--- src/rtl/boot_fetch_pkg.sv ---
// Shared types and constants for the boot fetch front end.
//   fetch_state_e : fetch controller states
//   fetch_entry_t : one prefetch FIFO entry {pc, instr} at the default 12/32-bit widths
//   PC_INC        : byte stride between sequential fetches
//   reset_pc()    : boot PC for a given core index
package boot_fetch_pkg;

  localparam int PC_INC       = 4;
  localparam int FETCH_ADDR_W = 12;
  localparam int FETCH_DATA_W = 32;

  typedef enum logic [1:0] {
    ST_IDLE  = 2'd0,
    ST_RUN   = 2'd1,
    ST_FLUSH = 2'd2
  } fetch_state_e;

  typedef struct packed {
    logic [FETCH_ADDR_W-1:0] pc;
    logic [FETCH_DATA_W-1:0] instr;
  } fetch_entry_t;

  // Every core currently boots from 0x000; the case keeps room for per-core vectors.
  function automatic logic [31:0] reset_pc(input int core_id);
    case (core_id)
      default: return 32'h0000_0000;
    endcase
  endfunction

endpackage

--- src/rtl/fetch_fifo.sv ---
// Prefetch FIFO holding fetched {pc, instr} entries.
// Ports:
//   i_clk, i_rst  clock, synchronous active-high reset
//   i_push        write i_push_data (accepted when not full, or full with a pop)
//   i_pop         remove head (ignored when empty)
//   i_flush       clear all entries; wins over a simultaneous push
//   o_head        head entry (undefined content when empty)
//   o_full        count == DEPTH
//   o_empty       count == 0
//   o_count       current occupancy
module fetch_fifo
  import boot_fetch_pkg::*;
#(
  parameter int  DEPTH   = 4,
  parameter type T_ENTRY = fetch_entry_t,
  localparam int PTR_W   = $clog2(DEPTH)
) (
  input  logic           i_clk,
  input  logic           i_rst,
  input  logic           i_push,
  input  T_ENTRY         i_push_data,
  input  logic           i_pop,
  input  logic           i_flush,
  output T_ENTRY         o_head,
  output logic           o_full,
  output logic           o_empty,
  output logic [PTR_W:0] o_count
);

  localparam logic [PTR_W:0]   FULL_CNT = (PTR_W+1)'(DEPTH);
  localparam logic [PTR_W:0]   CNT_ONE  = (PTR_W+1)'(1);
  localparam logic [PTR_W-1:0] PTR_ONE  = PTR_W'(1);

  T_ENTRY           r_mem [DEPTH];
  logic [PTR_W-1:0] r_wr_ptr;
  logic [PTR_W-1:0] r_rd_ptr;
  logic [PTR_W:0]   r_count;

  logic w_full;
  logic w_empty;
  logic w_pop;
  logic w_push;

  assign w_full  = (r_count == FULL_CNT);
  assign w_empty = (r_count == '0);
  assign w_pop   = i_pop && !w_empty;
  // A full FIFO can still take a push when the head leaves in the same cycle.
  assign w_push  = i_push && (!w_full || w_pop);

  always_ff @(posedge i_clk) begin
    if (i_rst || i_flush) begin
      r_wr_ptr <= '0;
      r_rd_ptr <= '0;
      r_count  <= '0;
    end else begin
      if (w_push) r_wr_ptr <= r_wr_ptr + PTR_ONE;
      if (w_pop)  r_rd_ptr <= r_rd_ptr + PTR_ONE;
      case ({w_push, w_pop})
        2'b10:   r_count <= r_count + CNT_ONE;
        2'b01:   r_count <= r_count - CNT_ONE;
        default: r_count <= r_count;
      endcase
    end
  end

  // Storage needs no reset; occupancy alone decides what is visible.
  always_ff @(posedge i_clk) begin
    if (w_push && !i_flush && !i_rst) r_mem[r_wr_ptr] <= i_push_data;
  end

  assign o_head  = r_mem[r_rd_ptr];
  assign o_full  = w_full;
  assign o_empty = w_empty;
  assign o_count = r_count;

endmodule

--- src/rtl/boot_fetch_unit.sv ---
// Boot-ROM instruction fetch front end for one core.
// Drives the ROM request/address from the fetch PC, captures the 1-cycle ROM responses
// into a prefetch FIFO, and presents {pc, instr} to decode over valid/ready. Redirects
// (jump/branch/trap) reload the PC and clear the FIFO.
// Optional build macro: BOOT_FETCH_PERF_EN adds o_perf_fetched / o_perf_stall counters.
// Ports:
//   i_clk, i_rst        clock, synchronous active-high reset
//   i_fetch_en          1 = fetching allowed
//   i_redirect_valid/pc redirect request and byte target
//   o_rom_req/addr      ROM read request, word-aligned byte address
//   i_rom_data/valid    ROM response, one cycle after the request
//   o_instr_valid/instr/o_instr_pc, i_instr_ready   decode handshake (FIFO head)
//   o_misaligned        one-cycle pulse after a redirect whose target had pc[1:0] != 0
//   o_perf_fetched/o_perf_stall (BOOT_FETCH_PERF_EN only) enqueue / full-stall counts
//
// state    | meaning
// ST_IDLE  | not issuing; FIFO contents retained
// ST_RUN   | issuing sequential fetches while FIFO space allows
// ST_FLUSH | one dead cycle after a redirect with a request in flight; response dropped
module boot_fetch_unit
  import boot_fetch_pkg::*;
#(
  parameter int CORE_ID    = 0,
  parameter int FIFO_DEPTH = 4,
  parameter int ADDR_WIDTH = 12,
  parameter int DATA_WIDTH = 32
) (
  input  logic                  i_clk,
  input  logic                  i_rst,
  input  logic                  i_fetch_en,
  input  logic                  i_redirect_valid,
  input  logic [ADDR_WIDTH-1:0] i_redirect_pc,
  output logic                  o_rom_req,
  output logic [ADDR_WIDTH-1:0] o_rom_addr,
  input  logic [DATA_WIDTH-1:0] i_rom_data,
  input  logic                  i_rom_valid,
  output logic                  o_instr_valid,
  output logic [DATA_WIDTH-1:0] o_instr,
  output logic [ADDR_WIDTH-1:0] o_instr_pc,
  input  logic                  i_instr_ready,
  output logic                  o_misaligned
`ifdef BOOT_FETCH_PERF_EN
  ,
  output logic [31:0]           o_perf_fetched,
  output logic [31:0]           o_perf_stall
`endif
);

  typedef struct packed {
    logic [ADDR_WIDTH-1:0] pc;
    logic [DATA_WIDTH-1:0] instr;
  } entry_t;

  localparam int                    CNT_W     = $clog2(FIFO_DEPTH) + 1;
  localparam logic [CNT_W-1:0]      DEPTH_CNT = CNT_W'(FIFO_DEPTH);
  localparam logic [ADDR_WIDTH-1:0] RESET_PC  = ADDR_WIDTH'(reset_pc(CORE_ID));
  localparam logic [ADDR_WIDTH-1:0] PC_STEP   = ADDR_WIDTH'(PC_INC);

  fetch_state_e          r_state;
  fetch_state_e          w_state_nxt;
  logic [ADDR_WIDTH-1:0] r_pc;
  logic [ADDR_WIDTH-1:0] r_issued_pc;
  logic                  r_inflight;
  logic                  r_misaligned;

  logic                  w_issue;
  logic                  w_space_ok;
  logic                  w_accept;
  logic                  w_flush;
  logic                  w_pop;
  logic                  w_full;
  logic                  w_empty;
  logic [CNT_W-1:0]      w_count;
  logic [CNT_W-1:0]      w_occupancy;
  entry_t                w_push_entry;
  entry_t                w_head;

  // Count the in-flight request as occupied so its response always has a slot.
  assign w_occupancy = w_count + CNT_W'(r_inflight);
  assign w_space_ok  = !w_full && (w_occupancy < DEPTH_CNT);

  always_comb begin
    w_state_nxt = r_state;
    w_issue     = 1'b0;
    w_accept    = 1'b0;
    w_flush     = 1'b0;

    w_issue  = (r_state == ST_RUN) && i_fetch_en && !i_redirect_valid && w_space_ok;
    w_accept = i_rom_valid && r_inflight && (r_state != ST_FLUSH);
    // In idle a redirect only moves the PC; buffered entries stay put.
    w_flush  = i_redirect_valid && (r_state != ST_IDLE);

    if (i_redirect_valid && r_inflight) begin
      w_state_nxt = ST_FLUSH;
    end else begin
      case (r_state)
        ST_IDLE:  if (i_fetch_en)  w_state_nxt = ST_RUN;
        ST_RUN:   if (!i_fetch_en) w_state_nxt = ST_IDLE;
        ST_FLUSH: w_state_nxt = i_fetch_en ? ST_RUN : ST_IDLE;
        default:  w_state_nxt = ST_IDLE;
      endcase
    end
  end

  always_ff @(posedge i_clk) begin
    if (i_rst) begin
      r_state      <= ST_IDLE;
      r_pc         <= RESET_PC;
      r_issued_pc  <= RESET_PC;
      r_inflight   <= 1'b0;
      r_misaligned <= 1'b0;
    end else begin
      r_state      <= w_state_nxt;
      r_misaligned <= i_redirect_valid && (i_redirect_pc[1:0] != 2'b00);

      if (i_redirect_valid) begin
        r_pc <= {i_redirect_pc[ADDR_WIDTH-1:2], 2'b00};
      end else if (w_issue) begin
        r_pc <= r_pc + PC_STEP;
      end

      // A response (kept or dropped) or the flush cycle retires the outstanding request.
      if (w_issue) begin
        r_inflight  <= 1'b1;
        r_issued_pc <= r_pc;
      end else if (i_rom_valid || (r_state == ST_FLUSH)) begin
        r_inflight  <= 1'b0;
      end
    end
  end

  assign w_push_entry = '{pc: r_issued_pc, instr: i_rom_data};
  assign w_pop        = !w_empty && i_instr_ready;

  fetch_fifo #(
    .DEPTH   (FIFO_DEPTH),
    .T_ENTRY (entry_t)
  ) u_fifo (
    .i_clk       (i_clk),
    .i_rst       (i_rst),
    .i_push      (w_accept),
    .i_push_data (w_push_entry),
    .i_pop       (w_pop),
    .i_flush     (w_flush),
    .o_head      (w_head),
    .o_full      (w_full),
    .o_empty     (w_empty),
    .o_count     (w_count)
  );

  assign o_rom_req     = w_issue;
  assign o_rom_addr    = r_pc;
  assign o_instr_valid = !w_empty;
  assign o_instr       = w_empty ? '0 : w_head.instr;
  assign o_instr_pc    = w_empty ? '0 : w_head.pc;
  assign o_misaligned  = r_misaligned;

`ifdef BOOT_FETCH_PERF_EN
  logic [31:0] r_perf_fetched;
  logic [31:0] r_perf_stall;
  logic        w_stall;

  assign w_stall = (r_state == ST_RUN) && i_fetch_en && !i_redirect_valid && !w_space_ok;

  always_ff @(posedge i_clk) begin
    if (i_rst) begin
      r_perf_fetched <= '0;
      r_perf_stall   <= '0;
    end else begin
      if (w_accept && !w_flush) r_perf_fetched <= r_perf_fetched + 32'd1;
      if (w_stall)              r_perf_stall   <= r_perf_stall + 32'd1;
    end
  end

  assign o_perf_fetched = r_perf_fetched;
  assign o_perf_stall   = r_perf_stall;
`endif

endmodule

--- config.mk ---
export PLATFORM = sky130hd
export DESIGN_NAME = boot_fetch_unit
export DESIGN_NICKNAME = d
export VERILOG_FILES = /design/src/rtl/boot_fetch_pkg.sv /design/src/rtl/fetch_fifo.sv /design/src/rtl/boot_fetch_unit.sv
export SDC_FILE = /design/constraint.sdc
export NUM_CORES = 1
export LEC_CHECK = 0
export ABC_AREA = 1
export BUFFER_PORTS_ARGS = -buffer_cell sky130_fd_sc_hd__buf_2
export CORE_MARGIN = 2
export CORE_UTILIZATION = 62
export CTS_CLUSTER_DIAMETER = 80
export DETAILED_ROUTE_END_ITERATION = 6
export PLACE_DENSITY = 0.85
export RECOVER_POWER = 100
export SYNTH_ARGS = -nofsm -noshare
export SYNTH_HDL_FRONTEND = slang
export SYNTH_SLANG_ARGS = --single-unit
--- constraint.sdc ---
create_clock -name i_clk -period 6.9 [get_ports i_clk]
set_input_delay 1.38 -clock i_clk [delete_from_list [all_inputs] [get_ports i_clk]]
set_output_delay 1.38 -clock i_clk [all_outputs]
set_load 0.02 [all_outputs]
# Word-level counts from Yosys, hierarchy flattened
# Memories as Yosys holds them, arrays and structs flattened. A register that Yosys moved wholly into a read port is not among the register bits.
# Index checks and enable logic that the tools add are counted.
classes:
  n_addsub: 6
  n_lt_le_gt_ge: 1
  muxes: 16
  n_eq_ne: 10
  n_reduce_logical: 33
op_table:
  columns: ["operator", "count"]
  rows:
  - ["$mux W12", 3]
  - ["$mux W32", 1]
  - ["$logic_and A1 B1 Y1", 14]
  - ["$add A12 B3 Y12 const B", 1]
  - ["$mux W2", 5]
  - ["$reduce_bool A2 Y1", 5]
  - ["$ne A2 B2 Y1 const B", 3]
  - ["$pmux W2 S3", 1]
  - ["$pmux W3 S2", 1]
  - ["$logic_not A1 Y1", 5]
  - ["$mux W1", 5]
  - ["$add A2 B1 Y2 const B", 2]
  - ["$eq A2 B1 Y1 const B", 2]
  - ["$eq A2 B2 Y1 const B", 2]
  - ["$reduce_and A2 Y1", 2]
  - ["$reduce_or A2 Y1", 2]
  - ["$add A3 B1 Y3", 1]
  - ["$add A3 B1 Y3 const B", 1]
  - ["$eq A3 B3 Y1 const B", 1]
  - ["$logic_not A3 Y1", 1]
  - ["$logic_or A1 B1 Y1", 3]
  - ["$lt A3 B3 Y1 const B", 1]
  - ["$ne A3 B2 Y1 const B", 1]
  - ["$ne A3 B3 Y1 const B", 1]
  - ["other kinds (2)", 2]
totals:
  output_inout_bits: 59
  mem_bits_rw: 176
  wordCells: 77
  register_bits: 35
  inputBits: 50
  mem_count: 1
memory_table:
  columns: ["memory", "depth", "width", "rd", "rd_clocked_by_memory_dff", "write_ports", "line_no", "text"]
  rows:
  - ["u_fifo.r_mem", 4, 44, 1, 1, 1, "fetch_fifo.sv:34", "T_ENTRY r_mem [DEPTH];"]

# Longest topological paths before layout
logic_depth:
  word_depth: 10
  depth_mapped: 11
  ltp_nobuf: 11

# Hierarchy
# From an unflattened synthesis, not the netlist that was laid out.
unflattened:
  hier_cells: 775
  area_unflattened_um2: 8783.4
by_module_without_submodules:
  columns: ["mod", "area_each_um2", "cells_per_inst", "n_inst", "seq_area_each_um2"]
  rows:
  - ["fetch_fifo", 7073.0, 493, 1, 5465.2]
  - ["boot_fetch_unit", 1710.4, 282, 1, 480.5]

# Worst setup path after synthesis
# Ideal clock, no wire load.
synth_timing:
  path_kind: "input -> register"
  start: "input port i_rst"
  end: "memory u_fifo.r_mem[0][0] (netlist bit) (enable)"
  required_ps: 6459
  cell_stages: 5
  t_arrival_ps: 3862
  path_buffers: 1
  slack_ps: 2597
  setup_ps: 441
  path_cell_list: "buf_2 > nor2_1 > inv_1 > or2_1 > nor2_1"
synth_between:
  elab_chain_cells: 4
synth_lines:
  columns: ["element", "line_no", "text"]
  rows:
  - ["start: declaration", "boot_fetch_unit.sv:29", "input logic i_rst,"]
  - ["$logic_not A1 Y1", "fetch_fifo.sv:68", "if (w_push && !i_flush && !i_rst) r_mem[r_wr_ptr] <= i_push_data;"]
  - ["$logic_and A1 B1 Y1", "fetch_fifo.sv:68", null]
  - ["$mux W1", "fetch_fifo.sv:68", null]
  - ["$mux W1 (not written as such)", "fetch_fifo.sv:68", null]
  - ["end: declaration", "fetch_fifo.sv:34", null]
# Every way passes these cells.

==> results.cfg <==
[critical_path]
path_max_fanout = 85
critPathLaunchType = flop
endpoint_kind = output pin
worst-setup-path-type = reg2out
r2r-start = r_state[0]
crit_arrival_ns = 3.92
worstPathRequired_ns = 5.52

[floorplan]
design.core.area_sq_um = 12700
die_w_um = 119
ios = 109
dieHeight_um = 119
die_area_sq_um = 14000
floorplan.initialDensity_pct = 63.9
rows = 41

[clock_tree]
hold_buffers = 0
cts_setup_buffers = 0
cts_resized = 0
clockBufferDepth = 3
cts_buffers = 20
h-tree-depth = 1
cts_sinks = 201
insertion_delay_ns = 0.49
cts_root_buffer = clkbuf_16
clk_pin_slew_ns = 0.07
cts_tree = yes

[cells_and_area]
layoutNonFillerInstCount = 1017
antenna_cells = 0
multiInputGateArea_sq_um = 2120
seq_area_sq_um = 5710
num-fill-cells = 850
area_growth_pct = 14.6
nets = 888
drive_above_1_share_pct = 7.10

[timing]
drv_slew = 301
worst_pin_slew_ns = 2.74
rsz0062_at_grt = no
fin_tns_setup_ns = 0
fin_hold_ws_ns = 0.451
fin_crit_ns = 5.30
setup_viol = 0
fin_worst_skew_ns = 0.0137
fin_crit_sh_pct = 76.9
slew_headroom_pct = -82.5
max_freq_ghz = 0.189
hold_viol = 0

[power_and_ir_drop]
p_leak_nw = 3.28
power.share.clock_pct = 44.6
vdd_drop_max_mv = 0.217
switching_share_pct = 20.0
pwr_density_cell_nw_per_um2 = 273
power_frac_seq_pct = 52.2
pwr-share-comb_pct = 3.2
intPower_w = 0.00203
p_sw_w = 0.000507

[global_route]
grt_max_degree = 86
grt_pass1_vias = 5699
gr-total-overflow = 0
grt_antenna_before_repair = 0
grt.total_usage_pct = 24.4
grt_pass1_wl_mm = 27.4

[yosys]
synthMuxAreaShare_pct = 0
synth_xor_area_share_pct = 0.323
ys.flop_type = edfxtp_1
yosysWarnings = 0
synth.cell_area_sq_um = 8130
avgSynthCellArea_sq_um = 11.0
synthTopCellsByArea = edfxtp_1 62%, nor2_1 8.6%, dfxtp_1 8.1%, o21ai_0 5.8%, a21oi_1 4.4%
yosysSeqAreaShare_pct = 70.2
synth_cells = 739
synth-edff-count = 168
synthArstFlopShare_pct = 0
synth-seq-cells = 201
ys_types = 27
synth_top_family_by_area = simple AND/OR/NAND/NOR gates
yosys.area.top_type_share_pct = 62.0
synth_compound_area_share_pct = 10.4
synth_simple_gate_area_share_pct = 13.7
synthAdderAreaFrac_pct = 1.17
synth_top_cell_by_area = edfxtp_1

[outcome]
status = finished, violations left
violations = capacitance limit, slew limit

[route]
vias_per_cell = 5.67
drcViolationCount = 0
drt_pass1_iterations = 5
vias = 5767
first_iter_violations = 673
drtAntennaViolNets = 0
drt_wl_total_mm = 17.3
post_drt_wl_per_cell_um = 17.0

[worst_hold_path]
hold_class = reg2reg
hold_start = r_state[1]

[flow_run]
max-cap-violations = 6

[place]
dp_cells = 981
portBuffers = 104
gp_congestion = 0.784
place_hpwl_mm = 9.32
-- layout make-up --
class                      instances  share of cell area [%]
inverter                          33                    1.33
clock buffer                      25                    6.01
timing repair buffer             110                    4.75
sequential                       201                    61.2
multi-input combinational        465                    22.8
clock inverter                    11                    1.57
tap                              172                    2.31
-- cell usage in the layout (no fill, tap or decap), types with 3 or more instances in the layout --
| master | count |
|---|---|
| nand3_1 | 22 |
| nor2_1 | 185 |
| nand3b_1 | 3 |
| bufinv_16 | 3 |
| clkbuf_16 | 21 |
| clkinv_2 | 4 |
| nand2_1 | 63 |
| clkbuf_1 | 92 |
| o21ai_0 | 94 |
| a21oi_1 | 72 |
| dfxtp_1 | 31 |
| buf_2 | 18 |
| edfxtp_1 | 168 |
| inv_1 | 32 |
| conb_1 | 4 |
| nor2_4 | 4 |
| ha_1 | 6 |
| xnor2_1 | 3 |
-- metrics by stage --
| step | cell area (sq um) | util [%] | power (W) | worst slack, ns |
|---|---|---|---|---|
| final | 9320 | 73.3 | 0.00254 | 1.60 |
| after global routing | 9320 | 73.3 | 0.00260 | 1.29 |
| after CTS | 9450 | 74.3 | 0.00255 | 2.49 |
| after detailed placement | 8740 | 68.7 | 0.00144 | 2.63 |
| after global placement | 8740 | 68.7 | 0.00143 | 2.68 |
| after floorplan | 8140 | - | 0.00140 | 2.60 |
-- worst paths after layout --
| check | slack [ns] | cells after the start | end |
|---|---|---|---|
| max reg2reg | 2.93 | 7 | u_fifo.r_mem[3][29] |
| min | 0.45 | 1 | r_state[0] |
| max | 1.60 | 5 | o_instr[3] |
| min reg2reg | 0.45 | 1 | r_state[0] |
-- power groups by stage --
stage / registers (W) / clock network (W) / logic (W)
after floorplan: 0.00135 / 0 / 0.0000459
after global placement: 0.00135 / 0 / 0.0000810
after detailed placement: 0.00135 / 0 / 0.0000852
after CTS: 0.00133 / 0.00114 / 0.0000862
after global routing: 0.00133 / 0.00118 / 0.0000908
final: 0.00133 / 0.00113 / 0.0000817
-- Yosys cell counts (3+ instances only) --
| cell | count |
|---|---|
| inv_1 | 29 |
| nand2_1 | 63 |
| dfxtp_1 | 33 |
| edfxtp_1 | 168 |
| nand3b_1 | 3 |
| clkbuf_1 | 19 |
| a21oi_1 | 72 |
| nand3_1 | 22 |
| o21ai_0 | 94 |
| xnor2_1 | 3 |
| buf_2 | 15 |
| ha_1 | 6 |
| buf_4 | 7 |
| nor2_1 | 186 |
| inv_2 | 3 |
| nor2_2 | 3 |
-- registers in the layout, indices dropped and copies added, names as in the netlist, named ones only --
register         cells
o_misaligned         1
o_rom_addr          10
r_inflight           1
r_issued_pc         10
r_state              2
u_fifo.o_count       3
u_fifo.r_mem       168
u_fifo.r_rd_ptr      2
u_fifo.r_wr_ptr      2
-- kinds of logic (layout without fill, tap and decap cells) --
family          after synthesis  in the layout
other cells                   1              4
flops                       201            201
fa+ha+maj                     7              7
simple gates                282            282
compound gates              169            169
xor+xnor                      3              3
buf+inv                      76            179
-- routing by layer --
layer / part of all wire, % / GRT usage (%) / up-vias
met3: 7.8 / 4.83 / 33
met2: 50 / 41.9 / 255
met1: 40 / 31.5 / 2756
met4: 2.1 / 7.66 / 0
li1: - / - / 2723
met5: 0 / 0 / -
-- worst max-delay path, cell delays in order (launching register included) --
cell	delay (ns)
dfxtp_2	0.31
buf_4	0.39
inv_1	1.70
o21ai_0	0.39
a21oi_1	0.32
clkbuf_1	0.28
(Power assumes the default switching activity.)
